<file path="src/rtl/alu_rs_if.sv">
// Dispatch, CDB and issue bundle between the ALU reservation station and its neighbours.
interface alu_rs_if #(
    parameter int unsigned Q_WIDTH = 5
) ();
    localparam int unsigned OP_W = 10;
    localparam int unsigned XLEN = 32;

    // dispatch
    logic               in_valid;
    logic [OP_W-1:0]    in_op;
    logic [XLEN-1:0]    in_v1;
    logic [XLEN-1:0]    in_v2;
    logic [Q_WIDTH-1:0] in_q1;
    logic [Q_WIDTH-1:0] in_q2;
    logic [XLEN-1:0]    in_imm;
    logic [XLEN-1:0]    in_npc;
    logic [Q_WIDTH-1:0] in_dest;
    logic               full;

    // common data buses (ALU, LSB)
    logic               cdb0_valid;
    logic [Q_WIDTH-1:0] cdb0_tag;
    logic [XLEN-1:0]    cdb0_value;
    logic               cdb1_valid;
    logic [Q_WIDTH-1:0] cdb1_tag;
    logic [XLEN-1:0]    cdb1_value;

    // issue slot to EX
    logic               issue_valid;
    logic [OP_W-1:0]    issue_op;
    logic [XLEN-1:0]    issue_v1;
    logic [XLEN-1:0]    issue_v2;
    logic [XLEN-1:0]    issue_imm;
    logic [XLEN-1:0]    issue_npc;
    logic [Q_WIDTH-1:0] issue_dest;

    modport master (
        output in_valid, in_op, in_v1, in_v2, in_q1, in_q2, in_imm, in_npc, in_dest,
        output cdb0_valid, cdb0_tag, cdb0_value, cdb1_valid, cdb1_tag, cdb1_value,
        input  full,
        input  issue_valid, issue_op, issue_v1, issue_v2, issue_imm, issue_npc, issue_dest
    );

    modport slave (
        input  in_valid, in_op, in_v1, in_v2, in_q1, in_q2, in_imm, in_npc, in_dest,
        input  cdb0_valid, cdb0_tag, cdb0_value, cdb1_valid, cdb1_tag, cdb1_value,
        output full,
        output issue_valid, issue_op, issue_v1, issue_v2, issue_imm, issue_npc, issue_dest
    );
endinterface

</file>
<file path="src/rtl/alu_reservation_station.sv">
// ALU reservation station: buffers dispatched ops until both operands are
// resolved (directly or via CDB wakeup) and issues one ready entry per cycle.
module alu_reservation_station #(
    parameter int unsigned RS_SIZE = 8,
    parameter int unsigned Q_WIDTH = 5
) (
    input  logic     clk,
    input  logic     rst_n,
    input  logic     rdy_i,
    input  logic     clear_i,
    alu_rs_if.slave  bus
);
    localparam int unsigned IDX_W = $clog2(RS_SIZE);
    localparam int unsigned OP_W  = 10;
    localparam int unsigned XLEN  = 32;

    typedef struct packed {
        logic               busy;
        logic [OP_W-1:0]    op;
        logic [XLEN-1:0]    v1;
        logic [XLEN-1:0]    v2;
        logic [Q_WIDTH-1:0] q1;
        logic [Q_WIDTH-1:0] q2;
        logic [XLEN-1:0]    imm;
        logic [XLEN-1:0]    npc;
        logic [Q_WIDTH-1:0] dest;
    } entry_t;

    typedef struct packed {
        logic               valid;
        logic [OP_W-1:0]    op;
        logic [XLEN-1:0]    v1;
        logic [XLEN-1:0]    v2;
        logic [XLEN-1:0]    imm;
        logic [XLEN-1:0]    npc;
        logic [Q_WIDTH-1:0] dest;
    } issue_t;

    entry_t             ent_q [RS_SIZE];
    entry_t             ent_d [RS_SIZE];
    issue_t             iss_q;
    issue_t             iss_d;

    logic               full_c;
    logic               free_found;
    logic [IDX_W-1:0]   free_idx;
    logic               sel_found;
    logic [IDX_W-1:0]   sel_idx;

    // A pending tag (non-zero) is satisfied by a valid broadcast carrying the same tag.
    function automatic logic tag_hit(input logic [Q_WIDTH-1:0] q,
                                     input logic               cdb_valid,
                                     input logic [Q_WIDTH-1:0] cdb_tag);
        return cdb_valid && (q != '0) && (q == cdb_tag);
    endfunction

    // Occupancy, lowest free slot and lowest ready slot, all from registered state.
    always_comb begin
        full_c     = 1'b1;
        free_found = 1'b0;
        free_idx   = '0;
        sel_found  = 1'b0;
        sel_idx    = '0;
        for (int i = 0; i < int'(RS_SIZE); i++) begin
            if (!ent_q[i].busy) begin
                full_c = 1'b0;
                if (!free_found) begin
                    free_found = 1'b1;
                    free_idx   = IDX_W'(i);
                end
            end
            if (ent_q[i].busy && (ent_q[i].q1 == '0) && (ent_q[i].q2 == '0) && !sel_found) begin
                sel_found = 1'b1;
                sel_idx   = IDX_W'(i);
            end
        end
    end

    // Next state: flush, or wakeup + issue + insert (insert slot is never the issuing slot).
    always_comb begin
        for (int i = 0; i < int'(RS_SIZE); i++) begin
            ent_d[i] = ent_q[i];
        end
        iss_d = '0;

        if (clear_i) begin
            for (int i = 0; i < int'(RS_SIZE); i++) begin
                ent_d[i].busy = 1'b0;
            end
        end else begin
            for (int i = 0; i < int'(RS_SIZE); i++) begin
                if (ent_q[i].busy) begin
                    if (tag_hit(ent_q[i].q1, bus.cdb0_valid, bus.cdb0_tag)) begin
                        ent_d[i].v1 = bus.cdb0_value;
                        ent_d[i].q1 = '0;
                    end else if (tag_hit(ent_q[i].q1, bus.cdb1_valid, bus.cdb1_tag)) begin
                        ent_d[i].v1 = bus.cdb1_value;
                        ent_d[i].q1 = '0;
                    end
                    if (tag_hit(ent_q[i].q2, bus.cdb0_valid, bus.cdb0_tag)) begin
                        ent_d[i].v2 = bus.cdb0_value;
                        ent_d[i].q2 = '0;
                    end else if (tag_hit(ent_q[i].q2, bus.cdb1_valid, bus.cdb1_tag)) begin
                        ent_d[i].v2 = bus.cdb1_value;
                        ent_d[i].q2 = '0;
                    end
                end
            end

            if (sel_found) begin
                iss_d.valid         = 1'b1;
                iss_d.op            = ent_q[sel_idx].op;
                iss_d.v1            = ent_q[sel_idx].v1;
                iss_d.v2            = ent_q[sel_idx].v2;
                iss_d.imm           = ent_q[sel_idx].imm;
                iss_d.npc           = ent_q[sel_idx].npc;
                iss_d.dest          = ent_q[sel_idx].dest;
                ent_d[sel_idx].busy = 1'b0;
            end

            if (bus.in_valid && !full_c) begin
                ent_d[free_idx].busy = 1'b1;
                ent_d[free_idx].op   = bus.in_op;
                ent_d[free_idx].imm  = bus.in_imm;
                ent_d[free_idx].npc  = bus.in_npc;
                ent_d[free_idx].dest = bus.in_dest;
                ent_d[free_idx].v1   = bus.in_v1;
                ent_d[free_idx].q1   = bus.in_q1;
                ent_d[free_idx].v2   = bus.in_v2;
                ent_d[free_idx].q2   = bus.in_q2;
                if (tag_hit(bus.in_q1, bus.cdb0_valid, bus.cdb0_tag)) begin
                    ent_d[free_idx].v1 = bus.cdb0_value;
                    ent_d[free_idx].q1 = '0;
                end else if (tag_hit(bus.in_q1, bus.cdb1_valid, bus.cdb1_tag)) begin
                    ent_d[free_idx].v1 = bus.cdb1_value;
                    ent_d[free_idx].q1 = '0;
                end
                if (tag_hit(bus.in_q2, bus.cdb0_valid, bus.cdb0_tag)) begin
                    ent_d[free_idx].v2 = bus.cdb0_value;
                    ent_d[free_idx].q2 = '0;
                end else if (tag_hit(bus.in_q2, bus.cdb1_valid, bus.cdb1_tag)) begin
                    ent_d[free_idx].v2 = bus.cdb1_value;
                    ent_d[free_idx].q2 = '0;
                end
            end
        end
    end

    // State registers; rdy low freezes everything including the issue slot.
    always_ff @(posedge clk or negedge rst_n) begin
        if (!rst_n) begin
            for (int i = 0; i < int'(RS_SIZE); i++) begin
                ent_q[i] <= '0;
            end
            iss_q <= '0;
        end else if (rdy_i) begin
            for (int i = 0; i < int'(RS_SIZE); i++) begin
                ent_q[i] <= ent_d[i];
            end
            iss_q <= iss_d;
        end
    end

    assign bus.full        = full_c;
    assign bus.issue_valid = iss_q.valid;
    assign bus.issue_op    = iss_q.op;
    assign bus.issue_v1    = iss_q.v1;
    assign bus.issue_v2    = iss_q.v2;
    assign bus.issue_imm   = iss_q.imm;
    assign bus.issue_npc   = iss_q.npc;
    assign bus.issue_dest  = iss_q.dest;

endmodule

</file>
<file path="src/flat_wrapper.sv">
// flat-port wrapper written by rule: the top's interface ports become plain ports
module alu_reservation_station_flat 
#(
    parameter int unsigned RS_SIZE = 8,
    parameter int unsigned Q_WIDTH = 5
)
  (clk, rst_n, rdy_i, clear_i, bus_in_valid, bus_in_op, bus_in_v1, bus_in_v2, bus_in_q1, bus_in_q2, bus_in_imm, bus_in_npc, bus_in_dest, bus_cdb0_valid, bus_cdb0_tag, bus_cdb0_value, bus_cdb1_valid, bus_cdb1_tag, bus_cdb1_value, bus_full, bus_issue_valid, bus_issue_op, bus_issue_v1, bus_issue_v2, bus_issue_imm, bus_issue_npc, bus_issue_dest);
  alu_rs_if #(.Q_WIDTH(Q_WIDTH)) bus_i ();
  input  logic clk;
  input  logic rst_n;
  input  logic rdy_i;
  input  logic clear_i;
  input wire logic [$bits(bus_i.in_valid)-1:0] bus_in_valid;
  input wire logic [$bits(bus_i.in_op)-1:0] bus_in_op;
  input wire logic [$bits(bus_i.in_v1)-1:0] bus_in_v1;
  input wire logic [$bits(bus_i.in_v2)-1:0] bus_in_v2;
  input wire logic [$bits(bus_i.in_q1)-1:0] bus_in_q1;
  input wire logic [$bits(bus_i.in_q2)-1:0] bus_in_q2;
  input wire logic [$bits(bus_i.in_imm)-1:0] bus_in_imm;
  input wire logic [$bits(bus_i.in_npc)-1:0] bus_in_npc;
  input wire logic [$bits(bus_i.in_dest)-1:0] bus_in_dest;
  input wire logic [$bits(bus_i.cdb0_valid)-1:0] bus_cdb0_valid;
  input wire logic [$bits(bus_i.cdb0_tag)-1:0] bus_cdb0_tag;
  input wire logic [$bits(bus_i.cdb0_value)-1:0] bus_cdb0_value;
  input wire logic [$bits(bus_i.cdb1_valid)-1:0] bus_cdb1_valid;
  input wire logic [$bits(bus_i.cdb1_tag)-1:0] bus_cdb1_tag;
  input wire logic [$bits(bus_i.cdb1_value)-1:0] bus_cdb1_value;
  output wire logic [$bits(bus_i.full)-1:0] bus_full;
  output wire logic [$bits(bus_i.issue_valid)-1:0] bus_issue_valid;
  output wire logic [$bits(bus_i.issue_op)-1:0] bus_issue_op;
  output wire logic [$bits(bus_i.issue_v1)-1:0] bus_issue_v1;
  output wire logic [$bits(bus_i.issue_v2)-1:0] bus_issue_v2;
  output wire logic [$bits(bus_i.issue_imm)-1:0] bus_issue_imm;
  output wire logic [$bits(bus_i.issue_npc)-1:0] bus_issue_npc;
  output wire logic [$bits(bus_i.issue_dest)-1:0] bus_issue_dest;
  assign bus_i.in_valid = bus_in_valid;
  assign bus_i.in_op = bus_in_op;
  assign bus_i.in_v1 = bus_in_v1;
  assign bus_i.in_v2 = bus_in_v2;
  assign bus_i.in_q1 = bus_in_q1;
  assign bus_i.in_q2 = bus_in_q2;
  assign bus_i.in_imm = bus_in_imm;
  assign bus_i.in_npc = bus_in_npc;
  assign bus_i.in_dest = bus_in_dest;
  assign bus_i.cdb0_valid = bus_cdb0_valid;
  assign bus_i.cdb0_tag = bus_cdb0_tag;
  assign bus_i.cdb0_value = bus_cdb0_value;
  assign bus_i.cdb1_valid = bus_cdb1_valid;
  assign bus_i.cdb1_tag = bus_cdb1_tag;
  assign bus_i.cdb1_value = bus_cdb1_value;
  assign bus_full = bus_i.full;
  assign bus_issue_valid = bus_i.issue_valid;
  assign bus_issue_op = bus_i.issue_op;
  assign bus_issue_v1 = bus_i.issue_v1;
  assign bus_issue_v2 = bus_i.issue_v2;
  assign bus_issue_imm = bus_i.issue_imm;
  assign bus_issue_npc = bus_i.issue_npc;
  assign bus_issue_dest = bus_i.issue_dest;
  alu_reservation_station #(.RS_SIZE(RS_SIZE), .Q_WIDTH(Q_WIDTH)) u_core (.clk(clk), .rst_n(rst_n), .rdy_i(rdy_i), .clear_i(clear_i), .bus(bus_i));
endmodule
</file>
<file path="config.mk">
export PLATFORM = sky130hd
export DESIGN_NAME = alu_reservation_station_flat
export DESIGN_NICKNAME = d
export VERILOG_FILES = /design/src/rtl/alu_rs_if.sv /design/src/rtl/alu_reservation_station.sv /design/src/flat_wrapper.sv
export SDC_FILE = /design/constraint.sdc
export NUM_CORES = 2
export LEC_CHECK = 0
export BUFFER_PORTS_ARGS = -buffer_cell sky130_fd_sc_hd__clkbuf_2
export CORE_MARGIN = 4
export CORE_UTILIZATION = 55
export CTS_CLUSTER_DIAMETER = 80
export CTS_CLUSTER_SIZE = 30
export DETAILED_ROUTE_END_ITERATION = 7
export PLACE_DENSITY = 0.71
export SYNTH_ARGS = -nofsm -noshare
export SYNTH_HDL_FRONTEND = slang
export SYNTH_SLANG_ARGS = --single-unit
</file>
<file path="constraint.sdc">
create_clock -name clk -period 3.65 [get_ports clk]
set_input_delay 0.5475 -clock clk [delete_from_list [all_inputs] [get_ports clk]]
set_output_delay 0.5475 -clock clk [all_outputs]
set_load 0.01 [all_outputs]
</file>
==> metrics <==
DR iter-0 viols=9,813; post-synthesis sequential area ratio=around 47%; EDFF count, synth=0; critical setup path kind=reg -> reg; count leader, synth=dfrtp_1; required time worst endpoint=about 4.3 ns; Gate Count Post-Synth=7,468; worst reg-to-reg path cell count=11; Die ar.=0.138 mm^2; hold path depth=2; final cycle utilization of the critical path=slightly below 100%; post-layout min period=between 3 and 4 ns; Synth area leader=dfrtp_1; Worst Hold Class=in -> reg; Clock Root Buffer=clkbuf_16; f_max=276 MHz; slowest CP cell=buf_4; initial antenna violation count=35; layout cell share with drive strength beyond 1=24.3%; # clock sinks=roughly 1.4k; Max Cap Viol=0; # IOs=379; synth unique cells=59; register bit total from synthesis=1,376; antenna viol nets, final=0; drt drc=11; Post-synth top cells=dfrtp_1 (1,376), mux2_2 (961), nand2_1 (908); top-area cell type share of the netlist area=47.4%; Peak VDD IR=about 0.45 mV; die height=between 300 and 400 um; worst-margin pin slew=~1.3 ns; placed insts=roughly 9k; first-pass GRT wire length=407 mm; core footprint=approximately 0.13 mm^2; Layout area overhead=10.4%; Rows=about 130; max-slew violation count=0; largest net degree at the start of global routing=196; P per Cell Area=458 mW/mm^2; final hold violation count=0; CTS clk-pin slew, worst paths=between 0.1 and 0.15 ns; Syn Area/Cell=slightly below 10 um^2; Power Total=36.7 mW; wire per inst=29.7 um; Worst EP arrival=4.28 ns; ys async rst share=100%; H-Tree Level Count=3; Slew HR=11.3%; Clock Tree Buf Depth=3; drt via density=7.00; port bufs=378; Max Clock Skew=between 0.07 and 0.08 ns; setup TNS=0 ns; crit path max fanout=85; chip width=371 um; worst hold slack=approximately 0.13 ns; leak pwr=approximately 35 nW; Syn. warnings=0; number of global-route vias before repair=about 64k; clk_lat worst skew=between 0.7 and 0.8 ns; status=finished, violations left; overall routed net length=between 200 and 300 mm; router iterations before antenna repair=8; CTS tree=yes; worst-path cell chain=nor4_1 -> and4_1 -> a31oi_1 -> nand4_1 -> buf_4 -> buf_12 -> buf_4 -> nand2_1 -> nand2_1 -> o221ai_1 -> o2bb2ai_1; Final Setup Violations=0; Main synth FF type=dfrtp_1; Syn Std Cell Area=just over 0.07 mm^2; Via Count=approximately 65k; critical path endpoint category=flip-flop; layout net count=between 7k and 8k; Final Wtd Congestion=0.924; startpoint types=flip-flop; total gr overflow=0; synthesized net count=7,702; Cell Count, Final, Fillers Out=between 9k and 10k; peak per-stage delay on the critical path=0.55 ns; Initial Util=55.3%; CTS buffer count=between 70 and 80; DP Wirelength=159 mm; Synth area leaders=dfrtp_1 (47%), mux2_2 (15%), o22ai_1 (6.4%), nand2_1 (4.7%), o21ai_0 (3.7%); failing checks=design-rule violations; GR Util All Layers=roughly 40%
==> registers in the layout, summed over array words and instances, names as in the netlist <==
| signal | flops |
|---|---|
| u_core.bus.issue_v2 | 32 |
| u_core.bus.issue_op | 10 |
| u_core.bus.issue_valid | 1 |
| u_core.bus.issue_imm | 32 |
| u_core.bus.issue_v1 | 32 |
| u_core.ent_q | 1232 |
| u_core.bus.issue_dest | 5 |
| u_core.bus.issue_npc | 32 |
==> final cells by class <==
class                      instances  area (um^2)
fill                           10834        51200
multi-input combinational       5214        34900
sequential                      1376        34400
timing repair buffer             681         5540
tap                             1755         2200
clock buffer                      76         1870
clock inverter                    51          677
inverter                         102          388
antenna                           19         47.5
==> layer usage <==
layer  GRT usage (%)  wire [um]  vias to the layer above
li1                -          -                    26774
met1            49.4     100000                    31820
met2            56.5     116000                     4931
met3            15.0      40200                     1387
met4            22.8      19300                       32
met5           0.249        180                        -
==> metrics by stage <==
step	utilization, %	setup WS [ns]	cell area, um^2
6_report	61.0	0.0301	80100
5_1_grt	61.0	-0.0101	80100
4_1_cts	61.0	0.126	80100
3_5_place_dp	59.0	0.170	77500
3_3_place_gp	59.0	0.284	77500
2_1_floorplan	-	0.681	72600
==> where the power goes <==
group	switching [mW]	total [mW]	leakage, nW	internal, mW
combinational	4.15	7.34	15.5	3.18
clock	5.96	10.2	1.21	4.21
sequential	1.52	19.2	18.1	17.6
==> critical path: cells and delay by family, from the launching register on <==
kind,cells,cell delay [ns]
buffers and inverters,3,1.21
AO/OA/AOI/OAI,3,0.40
AND/OR/NAND/NOR,5,1.39
flip-flops,1,0.46
==> cells in the final DEF, fill, tap and decap left out, types with 9 or more instances in the layout <==
master,count
buf_4,193
clkbuf_16,74
nand3_1,9
xor2_1,78
a21boi_1,100
o21ai_0,535
mux2i_1,64
o221ai_1,144
inv_6,14
nor2_1,535
nor4_1,20
diode_2,19
a21oi_4,17
mux2_1,100
o22ai_1,737
a21oi_1,518
a21boi_0,46
nand4_1,40
o2bb2ai_1,144
o21ai_1,63
or4_1,27
dfrtp_1,1368
nand2_1,902
xnor2_1,102
clkbuf_2,377
buf_12,109
inv_1,101
mux2_2,961
==> path summary, 6_finish.rpt <==
check | slack, ns | start | end
max reg2reg | 0.03 | u_core.ent_q[994] | u_core.bus.issue_imm[9]
min in group asynchronous | 0.32 | rst_n | u_core.ent_q[1197]
min | 0.13 | bus_in_npc[24] | u_core.ent_q[953]
min reg2reg | 0.50 | u_core.bus.issue_v1[9] | u_core.bus.issue_v1[9]
max | 0.03 | u_core.ent_q[994] | u_core.bus.issue_imm[9]
max in group asynchronous | 2.04 | rst_n | u_core.ent_q[1124]
==> cell families after synthesis <==
logic type,share of synthesized area [%]
compound gates,19.4
simple gates,8.74
buf+inv,4.89
xor+xnor,2.17
flops,47.4
mux,17.3
==> timing repair <==
item	4_1_cts	5_1_grt
hold buffers	1	0
setup buffers	0	1
endpoints found under the hold margin	40	0
setup endpoints to repair	0	3
gates resized for setup	0	1
(Power assumes the default switching activity.)
